`config.mk`:
```
export PLATFORM = sky130hd
export DESIGN_NAME = cpu_run_monitor
export DESIGN_NICKNAME = d
export VERILOG_FILES = /design/src/rtl/cpu_run_monitor.sv
export SDC_FILE = /design/constraint.sdc
export NUM_CORES = 1
export LEC_CHECK = 0
export ABC_AREA = 1
export BUFFER_PORTS_ARGS = -buffer_cell sky130_fd_sc_hd__buf_2
export CORE_MARGIN = 5
export CORE_UTILIZATION = 44
export DETAILED_ROUTE_END_ITERATION = 6
export PLACE_DENSITY = 0.65
export SLEW_MARGIN = 0
export SYNTH_ARGS = -nofsm -noshare
export SYNTH_HDL_FRONTEND = slang
export SYNTH_SLANG_ARGS = --single-unit
export TNS_END_PERCENT = 20
```
`constraint.sdc`:
```
create_clock -name clk -period 2.5 [get_ports clk]
set_input_delay 0.5 -clock clk [delete_from_list [all_inputs] [get_ports clk]]
set_output_delay 0.5 -clock clk [all_outputs]
set_load 0.05 [all_outputs]
```
`src/rtl/cpu_run_monitor.sv`:
```
// Run controller/monitor for the multicycle CPU bench: counts cycles and retired
// instructions, stops on the halt opcode or the cycle watchdog, and keeps a PC history ring.
module cpu_run_monitor #(
    parameter int unsigned PC_W        = 32,
    parameter int unsigned CNT_W       = 16,
    parameter int unsigned MAX_CYCLES  = 475,
    parameter int unsigned HIST_DEPTH  = 8,
    parameter logic [5:0]  HALT_OPCODE = 6'b111111
) (
    input  logic                          clk,
    input  logic                          rst_n,
    input  logic                          start,
    input  logic                          PCWre,
    input  logic [PC_W-1:0]               pc,
    input  logic [31:0]                   instruction,
    output logic                          run,
    output logic                          halted,
    output logic                          timeout,
    output logic [CNT_W-1:0]              cycle_cnt,
    output logic [CNT_W-1:0]              instr_cnt,
    input  logic [$clog2(HIST_DEPTH)-1:0] hist_idx,
    output logic [PC_W-1:0]               hist_pc,
    output logic                          hist_valid
);

    localparam int unsigned IDX_W  = $clog2(HIST_DEPTH);
    localparam int unsigned FILL_W = IDX_W + 1;

    localparam logic [CNT_W-1:0]  WD_LAST   = CNT_W'(MAX_CYCLES - 1);
    localparam logic [CNT_W-1:0]  CNT_SAT   = '1;
    localparam logic [FILL_W-1:0] FILL_FULL = FILL_W'(HIST_DEPTH);

    typedef enum logic [1:0] {
        S_IDLE,
        S_RUN,
        S_HALTED,
        S_TIMEOUT
    } state_e;

    state_e            state_q;
    state_e            state_nx;
    logic              clr_c;
    logic              tick_c;
    logic              retire_c;
    logic              is_halt_c;
    logic [IDX_W-1:0]  wr_ptr;
    logic [FILL_W-1:0] fill;
    logic [IDX_W-1:0]  rd_ptr_c;
    logic [PC_W-1:0]   hist_mem [HIST_DEPTH];

    // Only the opcode field of the instruction word matters here.
    logic unused_instr_bits;
    assign unused_instr_bits = ^instruction[25:0];

    assign is_halt_c = (instruction[31:26] == HALT_OPCODE);

    // Next-state and per-cycle control strobes.
    always_comb begin
        state_nx = state_q;
        clr_c    = 1'b0;
        tick_c   = 1'b0;
        retire_c = 1'b0;
        case (state_q)
            S_IDLE: begin
                if (start) begin
                    state_nx = S_RUN;
                    clr_c    = 1'b1;
                end
            end
            S_RUN: begin
                tick_c   = 1'b1;
                retire_c = PCWre;
                // A halt retiring on the watchdog's last cycle still reports as a halt.
                if (PCWre && is_halt_c) begin
                    state_nx = S_HALTED;
                end else if (cycle_cnt == WD_LAST) begin
                    state_nx = S_TIMEOUT;
                end
            end
            S_HALTED, S_TIMEOUT: begin
                if (start) begin
                    state_nx = S_RUN;
                    clr_c    = 1'b1;
                end
            end
            default: begin
                state_nx = S_IDLE;
            end
        endcase
    end

    // State register with status flags registered from the next state.
    always_ff @(posedge clk or negedge rst_n) begin
        if (!rst_n) begin
            state_q <= S_IDLE;
            run     <= 1'b0;
            halted  <= 1'b0;
            timeout <= 1'b0;
        end else begin
            state_q <= state_nx;
            run     <= (state_nx == S_RUN);
            halted  <= (state_nx == S_HALTED);
            timeout <= (state_nx == S_TIMEOUT);
        end
    end

    // Cycle/instruction counters and history bookkeeping.
    always_ff @(posedge clk or negedge rst_n) begin
        if (!rst_n) begin
            cycle_cnt <= '0;
            instr_cnt <= '0;
            wr_ptr    <= '0;
            fill      <= '0;
        end else if (clr_c) begin
            cycle_cnt <= '0;
            instr_cnt <= '0;
            wr_ptr    <= '0;
            fill      <= '0;
        end else begin
            if (tick_c) begin
                cycle_cnt <= cycle_cnt + CNT_W'(1);
            end
            if (retire_c) begin
                if (instr_cnt != CNT_SAT) begin
                    instr_cnt <= instr_cnt + CNT_W'(1);
                end
                wr_ptr <= wr_ptr + IDX_W'(1);
                if (fill != FILL_FULL) begin
                    fill <= fill + FILL_W'(1);
                end
            end
        end
    end

    // History storage needs no reset; fill gates what is visible.
    always_ff @(posedge clk) begin
        if (retire_c) begin
            hist_mem[wr_ptr] <= pc;
        end
    end

    // Index 0 is the most recent write; pointer arithmetic wraps naturally.
    assign rd_ptr_c   = wr_ptr - IDX_W'(1) - hist_idx;
    assign hist_pc    = hist_mem[rd_ptr_c];
    assign hist_valid = ({1'b0, hist_idx} < fill);

endmodule

```
Word level (Yosys, flattened, before mapping). Memories as Yosys holds them, arrays and structs flattened. Index checks and enable logic that the tools add are counted.

Reductions and logical operators: 9. Mux-type cells: 20. $lt $le $gt $ge: 1. Add/sub/neg operators: 6. Equal/unequal tests: 10.

Operator list (number): 2-to-1 mux 16 bit (5); adder 16 x 1 -> 16 bit, second input constant (2); equality test 16 x 9 -> 1 bit, second input constant (1); inequality test 16 bit, second input constant (1); 2-to-1 mux 4 bit (3); equality test 2 bit, second input constant (4); nonzero test 2 bit (4); equality test 6 bit, second input constant (1); 2-to-1 mux 1 bit (6); 2-to-1 mux 2 bit (3); 2-to-1 mux 3 bit (2); adder 4 x 1 -> 4 bit, second input constant (1); equality test 2 x 1 -> 1 bit, second input constant (2); less-than comparator 3 x 4 -> 1 bit (1); inequality test 4 bit, second input constant (1); case mux 2 bit (2 select lines) (1); AND reduction 2 bit (2); adder 3 x 1 -> 3 bit, second input constant (1); OR reduction 3 bit (1); subtractor 3 x 1 -> 3 bit, second input constant (1); subtractor 3 bit (1); logical NOT 2 bit (1); logical AND 1 bit (1).

Flip-flop bits (word level): 44. Memories: 1. Input port bits: 71. Word-level logic and storage cells: 55. Memory bits (writable): 256. Output and inout port bits: 68.

Memory list: hist_mem (depth 8, width 32, read ports 1, clocked after memory_dff 0, wr ports 1, RTL line 49) `logic [PC_W-1:0] hist_mem [HIST_DEPTH];`.

Longest topological paths before layout. Gate-level depths: netlist (run 1).

Depth in word-level cells: 5. Depth in mapped cells: 11. Mapped depth without buffers: 9.

Worst setup path after synthesis (run 1). OpenSTA, ideal clock, no wires.

Kind: input-to-output. From: in hist_idx[0]. To: out hist_pc[0]. Data arrival time: 2.993 ns. Buffers on the path: 2. Cell stages on the path: 9. Data required time: 2.000 ns. Slack: -0.993 ns. Path through: inv_1 ha_1 fa_1 buf_2 clkbuf_1 o21ai_0 o21ai_0 inv_1 o21ai_0.

Word-level cells in the longest chain between the ends: 2.

Ends and longest elaborated chain: from (decl) (RTL line 21) `input logic [$clog2(HIST_DEPTH)-1:0] hist_idx,`; subtractor 3 bit (RTL line 143) `assign rd_ptr_c = wr_ptr - IDX_W'(1) - hist_idx;`; memory read (8 x 32 bit); to (decl) (RTL line 22) `output logic [PC_W-1:0] hist_pc,`.

Every way passes these cells.

Final worst setup path (run 1).
From: reg wr_ptr[0]. To: out hist_pc[26].

Word-level cells in the longest chain between the ends: 3.

Ends and longest elaborated chain: from (decl) (RTL line 46) `logic [IDX_W-1:0] wr_ptr;`; from (signal assigned) (RTL line 127) `wr_ptr <= wr_ptr + IDX_W'(1);`; subtractor 3 x 1 -> 3 bit (RTL line 143); subtractor 3 bit (RTL line 143); memory read (8 x 32 bit).

Every way passes these cells.

==> impl_metrics.csv, run 1 <==
group,metric,value,unit
sta,worst_clock_skew,0.0159,ns
worst_setup_path,end_kind,"primary output",
placement,hpwlAfterDp,17000,um
sta,setup_viol,32,
route,totalWireLength,28500,um
worst_hold_path,hold_path_class,"in2reg",
status,violations,"setup timing",
worst_setup_path,arrival,2.86,ns
yosys,synth_top_area_cell,"edfxtp_1",
floorplanning,die_area,0.0326,mm^2
sta,hold_ws,0.210,ns
yosys,netlist-cell-type-count,35,
global_route,grt_overflow,0,
worst_setup_path,worstSetupPathType,"reg2out",
sta,fin_crit_sh,134,%
route,dr_wl_met2,14000,um
clock_tree,cts_buffer_depth,3,
route,wl_met3,1520,um
clock_tree,cts_buffers,31,
floorplanning,die_w,180,um
floorplanning,coreArea,0.0287,mm^2
route,first_pass_iters,5,
worst_setup_path,cp.required,2.00,ns
floorplanning,rows,62,
global_route,grt_max_degree,46,
clock_tree,clk_pin_slew,0.06,ns
sta,rsz0062_at_grt,"yes",
clock_tree,cts-root-buf,"clkbuf_16",
clock_tree,clkLatencyLatePin,0.55,ns
placement,place_congestion,0.824,
sta,maxSlewHeadroom,63.2,%
worst_setup_path,start_kind,"register",
global_route,grt_pass1_vias,8608,
flow_run,maxCapViolations,0,
sta,worst_pin_slew,0.551,ns
yosys,yosys_warnings,0,
global_route,antenna_found_initial,2,
route,top_layer_used,"met5",
yosys,synth.avg_cell_area,11.0,um^2
finish,most-common-layout-cells,"edfxtp_1, nor2_1, nand2_1",
global_route,track_usage,16.8,%
route,wl_met1,12500,um
yosys,netlist.area_leader.share,60.2,%
placement,numPortBuffers,112,
floorplanning,io_pins,139,
floorplanning,start_util,44.5,%
placement,dp_cells,1661,
route,dr_total_vias,8813,
finish,final_common_cell,"edfxtp_1",
power_and_ir_drop,power_density,1370,mW/mm^2
sta,hold_viol_final,0,
power_and_ir_drop,power.leakage,6.13,nW
yosys,synth_area_leaders,"edfxtp_1, o21ai_0, dfrtp_1",
worst_setup_path,crit_fanout,15,
yosys,yosysSeqAreaShare,68.8,%
sta,fin_crit,3.36,ns
global_route,grt_pass1_wl,45100,um
yosys,synth_nets,1247,
sta,finalSetupTns,-26.10,ns
finish,drive_gt1_share,21.5,%
sta,drv_slew,0,
yosys,syn_area,0.0128,mm^2
yosys,ys_ff_latch,300,
finish,final_nets,1400,
finish,area_growth,25.7,%
floorplanning,die_h,180,um
power_and_ir_drop,irDropWorstVdd,756,uV
sta,setup_slack,-0.856,ns
route,drcViolationCount,0,
clock_tree,cts.sinks,300,
finish,layout.cells.non_filler,1729,
route,wl_per_cell,16.5,um
clock_tree,h-tree-depth,1,
sta,fmax,0.298,GHz
clock_tree,cts_tree,"built",
route,first_iter_violations,556,
status,outcome,"complete, but fails checks",
route,postRouteAntennaNets,0,
placement,pre_cts_ws,-0.863,ns
yosys,synth_cells,1166,
route,vias_per_cell,5.10,
cell usage after synthesis:
master    instances
nand3_1          28
buf_6             6
o21bai_2          1
o21a_1            2
a21boi_0          1
buf_4             3
fa_1              1
nand2_1         142
buf_2            19
dfrtp_1          44
nor2_1          242
nor2_4            1
inv_1            90
o21ai_1          19
xnor2_1           1
nand4_1           4
nor2_2            2
buf_12            1
nand2_2           1
nor3_1            7
ha_1              9
a21oi_1          12
nor3b_1           1
clkbuf_1         21
nand2_4           2
xor2_4            1
o21bai_1          1
o22ai_1           3
o21ai_2          13
xnor2_2           1
o21ai_0         225
buf_1             4
nor4_1            1
edfxtp_1        256
a31oi_1           1
stage by stage:
stage | total power [mW] | util, % | area (um^2)
after floorplan | 13.7 | - | 13200
after global placement | 16.1 | 51.0 | 14600
after detailed placement | 16.3 | 51.0 | 14600
after CTS | 21.9 | 55.5 | 15900
after global routing | 23.2 | 56.0 | 16100
final | 22.0 | 56.0 | 16100
state kept, by name, indices dropped and copies added, names as in the netlist:
name and count:
timeout 1, halted 1, hist_mem 256, fill 4, instr_cnt 16, run 1
cycle_cnt 16, wr_ptr 3, state_q 2
layer usage:
metal | track usage, % | vias to the layer above
li1 | - | 4310
met1 | 23.2 | 4276
met2 | 28.5 | 183
met3 | 3.01 | 40
met4 | 3.30 | 4
met5 | 0 | -
worst max-delay path, cell delays in order, from the launching register on:
cell and delay (ns):
dfrtp_1 0.41, ha_4 0.17, fa_4 0.79, buf_6 0.16
buf_12 0.14, o21ai_0 0.09, o21ai_1 0.18, nand2_1 0.12
o21ai_4 0.08, buf_6 0.17
cell families (layout without fill, tap and decap cells):
family | count (synthesis) | count (layout) | share of synthesized area, %
simple gates | 431 | 431 | 13.4
flops | 300 | 300 | 68.8
buf+inv | 144 | 322 | 4.98
fa+ha+maj | 10 | 10 | 1.04
xor+xnor | 3 | 3 | 0.411
compound gates | 278 | 278 | 11.4
other cells | 0 | 1 | 0
cell type report:
cell class | count | area, um^2
fillers | 2401 | 12600
inverters | 90 | 352
flip-flops and latches | 300 | 8790
well taps | 384 | 480
clock buffers | 33 | 783
clock inverters | 25 | 229
diodes | 1 | 2.50
repair buffers | 174 | 1630
multi-input cells | 722 | 3800
what timing repair did:
item,4_1_cts,5_1_grt
hold buffers,1,0
gates resized for setup,85,37
pin swaps,17,13
endpoints found under the setup margin,33,33
gates cloned,1,3
hold endpoints to repair,21,0
setup buffers,3,1
report_power, final:
group | switching [mW] | total, mW | internal, mW
Sequential | 0.284 | 6.36 | 6.07
Clock | 1.86 | 4.54 | 2.68
Combinational | 6.95 | 11.1 | 4.17
Total | 9.10 | 22.0 | 12.9
worst paths after layout:
| check | slack, ns | to | depth (start not counted) | startpoint |
|---|---|---|---|---|
| max | -0.86 | hist_pc[26] | 9 | wr_ptr[0] |
| min | 0.21 | hist_mem[6][19] | 1 | pc[19] |
| max reg2reg | 0.67 | hist_mem[1][0] | 6 | state_q[1] |
| min reg2reg | 0.55 | cycle_cnt[13] | 2 | cycle_cnt[13] |
| max in group asynchronous | 1.45 | cycle_cnt[2] | 3 | rst_n |
| min in group asynchronous | 0.47 | instr_cnt[14] | 2 | rst_n |
Power figures use the tool's default switching activity.
==> inputs of run 2 (changes only) <==
--- a/config.mk
+++ b/config.mk
@@ -11,6 +11,7 @@
 export CORE_UTILIZATION = 44
 export DETAILED_ROUTE_END_ITERATION = 6
 export PLACE_DENSITY = 0.65
+export SKIP_LAST_GASP = 1
 export SLEW_MARGIN = 0
 export SYNTH_ARGS = -nofsm -noshare
 export SYNTH_HDL_FRONTEND = slang
==> run 2 against run 1 <==
Net effect: the run still ends with setup timing left; cell count about the same; global-route usage about the same; core utilization decreased by 0.40 points; clock power about the same; final area decreased by 0.71%; hold slack improved by 0.00083 ns; clock skew increased by 0.0020 ns; critical path depth increased by 1; via count decreased by 0.60%; combinational power about the same.
==> impl_metrics.csv, run 2 (same netlist as run 1, synthesis figures left out) <==
group,metric,value,unit
status,outcome,"complete, but fails checks",
status,violations,"setup timing",
clock_tree,cts_buffer_depth,3,
worst_setup_path,worstSetupPathType,"reg2out",
worst_setup_path,crit_path_top_delay_cell,"fa_4",
sta,setup_slack,-0.874,ns
floorplanning,die_h,180,um
worst_setup_path,reg2reg_from,"state_q[1]",
worst_setup_path,cp-endpoint,"hist_pc[9]",
power_and_ir_drop,irDropWorstVdd,756,uV
floorplanning,die_w,180,um
global_route,grt_pass1_wl,45100,um
route,vias_per_cell,5.07,
sta,hold_viol_final,0,
clock_tree,h-tree-depth,1,
floorplanning,rows,62,
worst_setup_path,start_kind,"register",
worst_setup_path,cp.depth,10,
global_route,grt_max_degree,46,
sta,worst_pin_slew,0.563,ns
worst_hold_path,min_path_cells,1,
finish,final_common_cell,"edfxtp_1",
route,first_pass_iters,5,
power_and_ir_drop,power_density,1360,mW/mm^2
worst_setup_path,cp_num_buf_inv,4,
worst_hold_path,hold_path_class,"in2reg",
finish,area_growth,24.8,%
worst_hold_path,hp-start,"pc[19]",
worst_setup_path,arrival,2.87,ns
route,wl_per_cell,16.4,um
finish,top_regs,"hist_mem (256), cycle_cnt (16), instr_cnt (16)",
sta,maxSlewHeadroom,62.5,%
floorplanning,coreArea,0.0287,mm^2
route,drcViolationCount,0,
global_route,track_usage,16.8,%
sta,hold_ws,0.211,ns
clock_tree,cts-root-buf,"clkbuf_16",
clock_tree,cts_buffers,31,
sta,worst_clock_skew,0.0179,ns
sta,fmax,0.296,GHz
finish,most-common-layout-cells,"edfxtp_1, nor2_1, nand2_1",
worst_setup_path,crit_fanout,11,
worst_setup_path,critical-path-max-stage-delay,0.63,ns
route,dr_total_vias,8760,
placement,dp_cells,1661,
worst_setup_path,cpLargestDelayFamily,"adder cells",
flow_run,maxCapViolations,0,
route,first_iter_violations,585,
placement,numPortBuffers,112,
power_and_ir_drop,power.leakage,6.10,nW
finish,largest_reg_flops,256,
finish,layout.cells.non_filler,1728,
route,totalWireLength,28400,um
worst_setup_path,cp.required,2.00,ns
worst_setup_path,cp_cell_sequence,"ha_4 > fa_4 > buf_12 > clkbuf_16 > nor2_1 > o21ai_0 > o21ai_1 > inv_1 > o21ai_4 > buf_6",
placement,place_congestion,0.824,
worst_setup_path,end_kind,"primary output",
worst_setup_path,ff2ff_setup_slack,0.68,ns
clock_tree,cts.sinks,300,
global_route,grt_pass1_vias,8609,
worst_setup_path,startpoint,"wr_ptr[0]",
clock_tree,clkLatencyLatePin,0.55,ns
placement,hpwlAfterDp,17000,um
worst_setup_path,r2r_cells,6,
sta,fin_crit_sh,135,%
finish,fill_cells,2417,
sta,finalSetupTns,-26.49,ns
route,postRouteAntennaNets,0,
sta,fin_crit,3.37,ns
global_route,antenna_found_initial,2,
finish,final_nets,1399,
sta,drv_slew,0,
clock_tree,clk_pin_slew,0.07,ns
floorplanning,die_area,0.0326,mm^2
sta,setup_viol,33,
sta,rsz0062_at_grt,"yes",
finish,drive_gt1_share,20.6,%
clock_tree,cts_tree,"built",
global_route,grt_overflow,0,
floorplanning,start_util,44.5,%
finish,regMostFlops,"hist_mem",
floorplanning,io_pins,139,
worst_setup_path,rr_endpoint,"hist_mem[1][0]",
## run 2: cell count changes in the layout (fill, tap and decap cells not counted), moves of 3 or more
| cell | previous run | this run |
|---|---|---|
| o21ai_0 | 105 | 130 |
| o21ai_1 | 111 | 95 |
| buf_4 | 31 | 39 |
| buf_6 | 33 | 25 |
| o21ai_2 | 8 | 0 |
| nor2_1 | 229 | 232 |
| nor2_2 | 7 | 4 |
## run 2: how the worst min path moves through the flow
| stage | endpoint | slack, ns |
|---|---|---|
| 5_1_grt | hist_mem[1][18] | 0.20 |
| 4_1_cts | hist_mem[4][19] | 0.18 |
| 3_3_place_gp | instr_cnt[9] | 0.51 |
| 6_report | hist_mem[4][19] | 0.21 |
| 3_5_place_dp | instr_cnt[14] | 0.51 |
| 2_1_floorplan | cycle_cnt[0] | 0.20 |
## run 2: stage by stage
stage	util, %	setup WS, ns	cell area [um^2]	power [mW]
floorplan	-	-0.133	13200	13.7
global placement	51.0	-0.831	14600	16.1
detailed placement	51.0	-0.863	14600	16.3
CTS	55.3	-0.886	15900	21.7
global route	55.6	-0.982	15900	22.9
finish	55.6	-0.874	15900	21.7
## run 2: repair_timing
item,in CTS,in global routing
gates cloned,1,2
pin swaps,8,5
hold endpoints to repair,21,0
setup endpoints to repair,33,33
hold buffers,1,0
buffers inserted,3,1
gates resized for setup,62,11
## run 2: cell type report
class | count | area (um^2) | area share, %
clock inverter | 25 | 229 | 1.44
sequential | 300 | 8790 | 55.1
timing repair buffer | 173 | 1560 | 9.80
antenna | 1 | 2.50 | 0.0157
multi-input combinational | 722 | 3750 | 23.5
clock buffer | 33 | 783 | 4.91
tap | 384 | 480 | 3.01
inverter | 90 | 352 | 2.20
## run 2: metal layers
metal	global-route usage [%]	vias to the layer above	part of all wire (%)	wire length, um
li1	-	4310	-	-
met1	23.1	4250	45	12800
met2	28.5	156	49	13900
met3	3.03	40	4.5	1290
met4	3.30	4	1.4	405
met5	0	-	0.10	29
## run 2: worst reg2reg max path, cell delays in order, from the launching register on
cell,delay [ns]
dfrtp_1,0.37
inv_1,0.07
nand2_1,0.08
nor2_2,0.18
nand2_1,0.29
nor2_4,0.16
buf_4,0.32
## run 2: power breakdown
| group | leakage (nW) | total (mW) | internal, mW | switching, mW |
|---|---|---|---|---|
| registers | 2.89 | 6.36 | 6.07 | 0.281 |
| logic | 2.71 | 10.8 | 3.97 | 6.84 |
| clock network | 0.500 | 4.55 | 2.68 | 1.87 |
==> inputs of run 3 (changes only) <==
--- a/config.mk
+++ b/config.mk
@@ -7,10 +7,11 @@
 export LEC_CHECK = 0
 export ABC_AREA = 1
 export BUFFER_PORTS_ARGS = -buffer_cell sky130_fd_sc_hd__buf_2
-export CORE_MARGIN = 5
+export CORE_MARGIN = 1.5
 export CORE_UTILIZATION = 44
 export DETAILED_ROUTE_END_ITERATION = 6
 export PLACE_DENSITY = 0.65
+export REMOVE_ABC_BUFFERS = 1
 export SKIP_LAST_GASP = 1
 export SLEW_MARGIN = 0
 export SYNTH_ARGS = -nofsm -noshare
==> run 3 against run 2 <==
Net effect: the flow still finishes with violations (setup timing); die area decreased by 7.6%; critical path depth decreased by 1; non-clock buffer count decreased by 1; critical endpoint is now hist_pc[0].
==> impl_metrics.csv, run 3 (same netlist as run 1, synthesis figures left out) <==
group,metric,value,unit
sta,hold_ws,0.221,ns
worst_setup_path,cp.required,2.00,ns
worst_hold_path,min_path_cells,1,
sta,fin_crit,3.44,ns
sta,drv_slew,0,
worst_setup_path,start_kind,"register",
worst_hold_path,hold_path_class,"in2reg",
clock_tree,cts_buffer_depth,3,
worst_setup_path,end_kind,"primary output",
floorplanning,die_h,173,um
sta,worst_clock_skew,0.00724,ns
placement,placedInstanceArea,0.0143,mm^2
clock_tree,cts.sinks,300,
worst_setup_path,ff2ff_setup_slack,0.66,ns
worst_setup_path,crit_path_top_delay_cell,"fa_4",
status,outcome,"complete, but fails checks",
power_and_ir_drop,switching_share,40.7,%
sta,rsz0062_at_grt,"yes",
power_and_ir_drop,internal_power,11.8,mW
floorplanning,start_util,44.6,%
clock_tree,cts_buffers,30,
sta,setup_viol,33,
sta,hold_viol_final,0,
global_route,grt_overflow,0,
route,first_pass_iters,4,
clock_tree,cts-root-buf,"clkbuf_16",
placement,numPortBuffers,112,
worst_hold_path,hold_end,"hist_mem[5][20]",
clock_tree,clk_pin_slew,0.06,ns
route,postRouteAntennaNets,0,
route,wl_per_cell,15.5,um
sta,setup_slack,-0.943,ns
floorplanning,rows,62,
finish,largest_reg_flops,256,
worst_setup_path,r2r_cells,6,
status,violations,"setup timing",
placement,hpwlAfterDp,16300,um
route,vias_per_cell,5.02,
sta,fmax,0.290,GHz
placement,place_congestion,0.841,
sta,maxSlewHeadroom,62.2,%
floorplanning,die_area,0.0301,mm^2
power_and_ir_drop,irDropWorstVdd,842,uV
power_and_ir_drop,power_density,1290,mW/mm^2
clock_tree,h-tree-depth,1,
floorplanning,die_w,173,um
route,dr_total_vias,8669,
route,first_iter_violations,578,
global_route,grt_max_degree,38,
finish,final_nets,1397,
finish,regMostFlops,"hist_mem",
global_route,track_usage,17.7,%
clock_tree,clkLatencyLatePin,0.54,ns
route,totalWireLength,26800,um
power_and_ir_drop,combPwrFrac,45.0,%
worst_hold_path,hp-start,"pc[20]",
clock_tree,cts_tree,"built",
power_and_ir_drop,p_clk_share,23.0,%
route,drcViolationCount,0,
power_and_ir_drop,seqPwrFrac,32.0,%
finish,design_area,0.0155,mm^2
worst_setup_path,crit_fanout,24,
worst_setup_path,rr_endpoint,"hist_mem[3][15]",
worst_setup_path,arrival,2.94,ns
worst_setup_path,reg2reg_from,"state_q[1]",
finish,final_common_cell,"edfxtp_1",
worst_setup_path,crit_top_cell,"o21ai_0",
worst_setup_path,critical-path-max-stage-delay,0.79,ns
flow_run,maxCapViolations,0,
finish,most-common-layout-cells,"edfxtp_1, nor2_1, o21ai_0",
worst_setup_path,cp_cell_sequence,"ha_4 > fa_4 > buf_12 > o21ai_0 > o21ai_0 > inv_1 > o21ai_0 > buf_4 > buf_4",
floorplanning,io_pins,139,
global_route,grt_pass1_vias,8156,
power_and_ir_drop,power.leakage,5.96,nW
sta,finalSetupTns,-28.55,ns
finish,top_regs,"hist_mem (256), cycle_cnt (16), instr_cnt (16)",
global_route,grt_pass1_wl,42800,um
finish,drive_gt1_share,18.7,%
finish,area_growth,21.0,%
global_route,antenna_found_initial,3,
power_and_ir_drop,power_switching,8.08,mW
worst_setup_path,worstSetupPathType,"reg2out",
clock_tree,cts_setup_buffers,0,
sta,worst_pin_slew,0.566,ns
floorplanning,coreArea,0.0286,mm^2
sta,fin_crit_sh,138,%
[run 3: cell types whose count changed in the layout (fill, tap and decap cells not counted), sizes merged]
cell      previous run  this run
buf                170       171
diode                1         2
clkbuf              35        33
bufinv               4         5
clkinv              18        16
clkinvlp             2         3
inv                 91        89
[run 3: metrics by stage]
stage / util [%] / instances / setup WS (ns) / power, mW
2_1_floorplan: - / 1112 / -3.42 / 12.1
3_3_place_gp: 50.0 / 1667 / -0.726 / 14.9
3_5_place_dp: 50.0 / 1667 / -0.774 / 15.0
4_1_cts: 53.9 / 1724 / -0.963 / 19.9
5_1_grt: 54.0 / 1724 / -1.08 / 21.0
6_report: 54.0 / 1726 / -0.943 / 19.9
[run 3: worst max-delay path by stage]
stage	from	end	depth (start not counted)
finish	wr_ptr[0]	hist_pc[0]	9
global route	wr_ptr[0]	hist_pc[11]	9
CTS	wr_ptr[0]	hist_pc[16]	9
global placement	hist_idx[0]	hist_pc[25]	11
detailed placement	hist_idx[0]	hist_pc[26]	11
floorplan	hist_idx[0]	hist_pc[0]	7
[run 3: power groups by stage]
stage,registers [mW],clock network (mW),logic (mW)
final,6.36,4.58,8.95
after global routing,6.41,4.86,9.69
after CTS,6.35,4.67,8.92
after global placement,6.44,0,8.41
after detailed placement,6.45,0,8.50
after floorplan,6.83,0,5.29
[run 3: what timing repair did]
action,4_1_cts,5_1_grt
hold endpoints to repair,19,0
hold buffers,1,0
resized for setup,36,17
setup endpoints to repair,33,33
[run 3: layer usage]
metal	wire length, um	GRT usage (%)
met4	579	4.86
met5	7	0
met2	12700	29.6
met1	12100	24.3
met3	1410	2.76
[run 3: worst max-delay path, delay by kind of cell, from the launching register on]
family                     cells  cell delay (ns)
adders and majority gates      2             0.96
buffers and inverters          4             0.58
AOI/OAI and AO/OA              3             0.45
DFF                            1             0.41
[run 3: final cells by class]
class	instances	area, um^2
antenna	2	5.00
clock buffer	33	783
clock inverter	23	243
fill	2398	13200
inverter	90	339
multi-input combinational	722	3430
sequential	300	8790
tap	384	480
timing repair buffer	172	1390
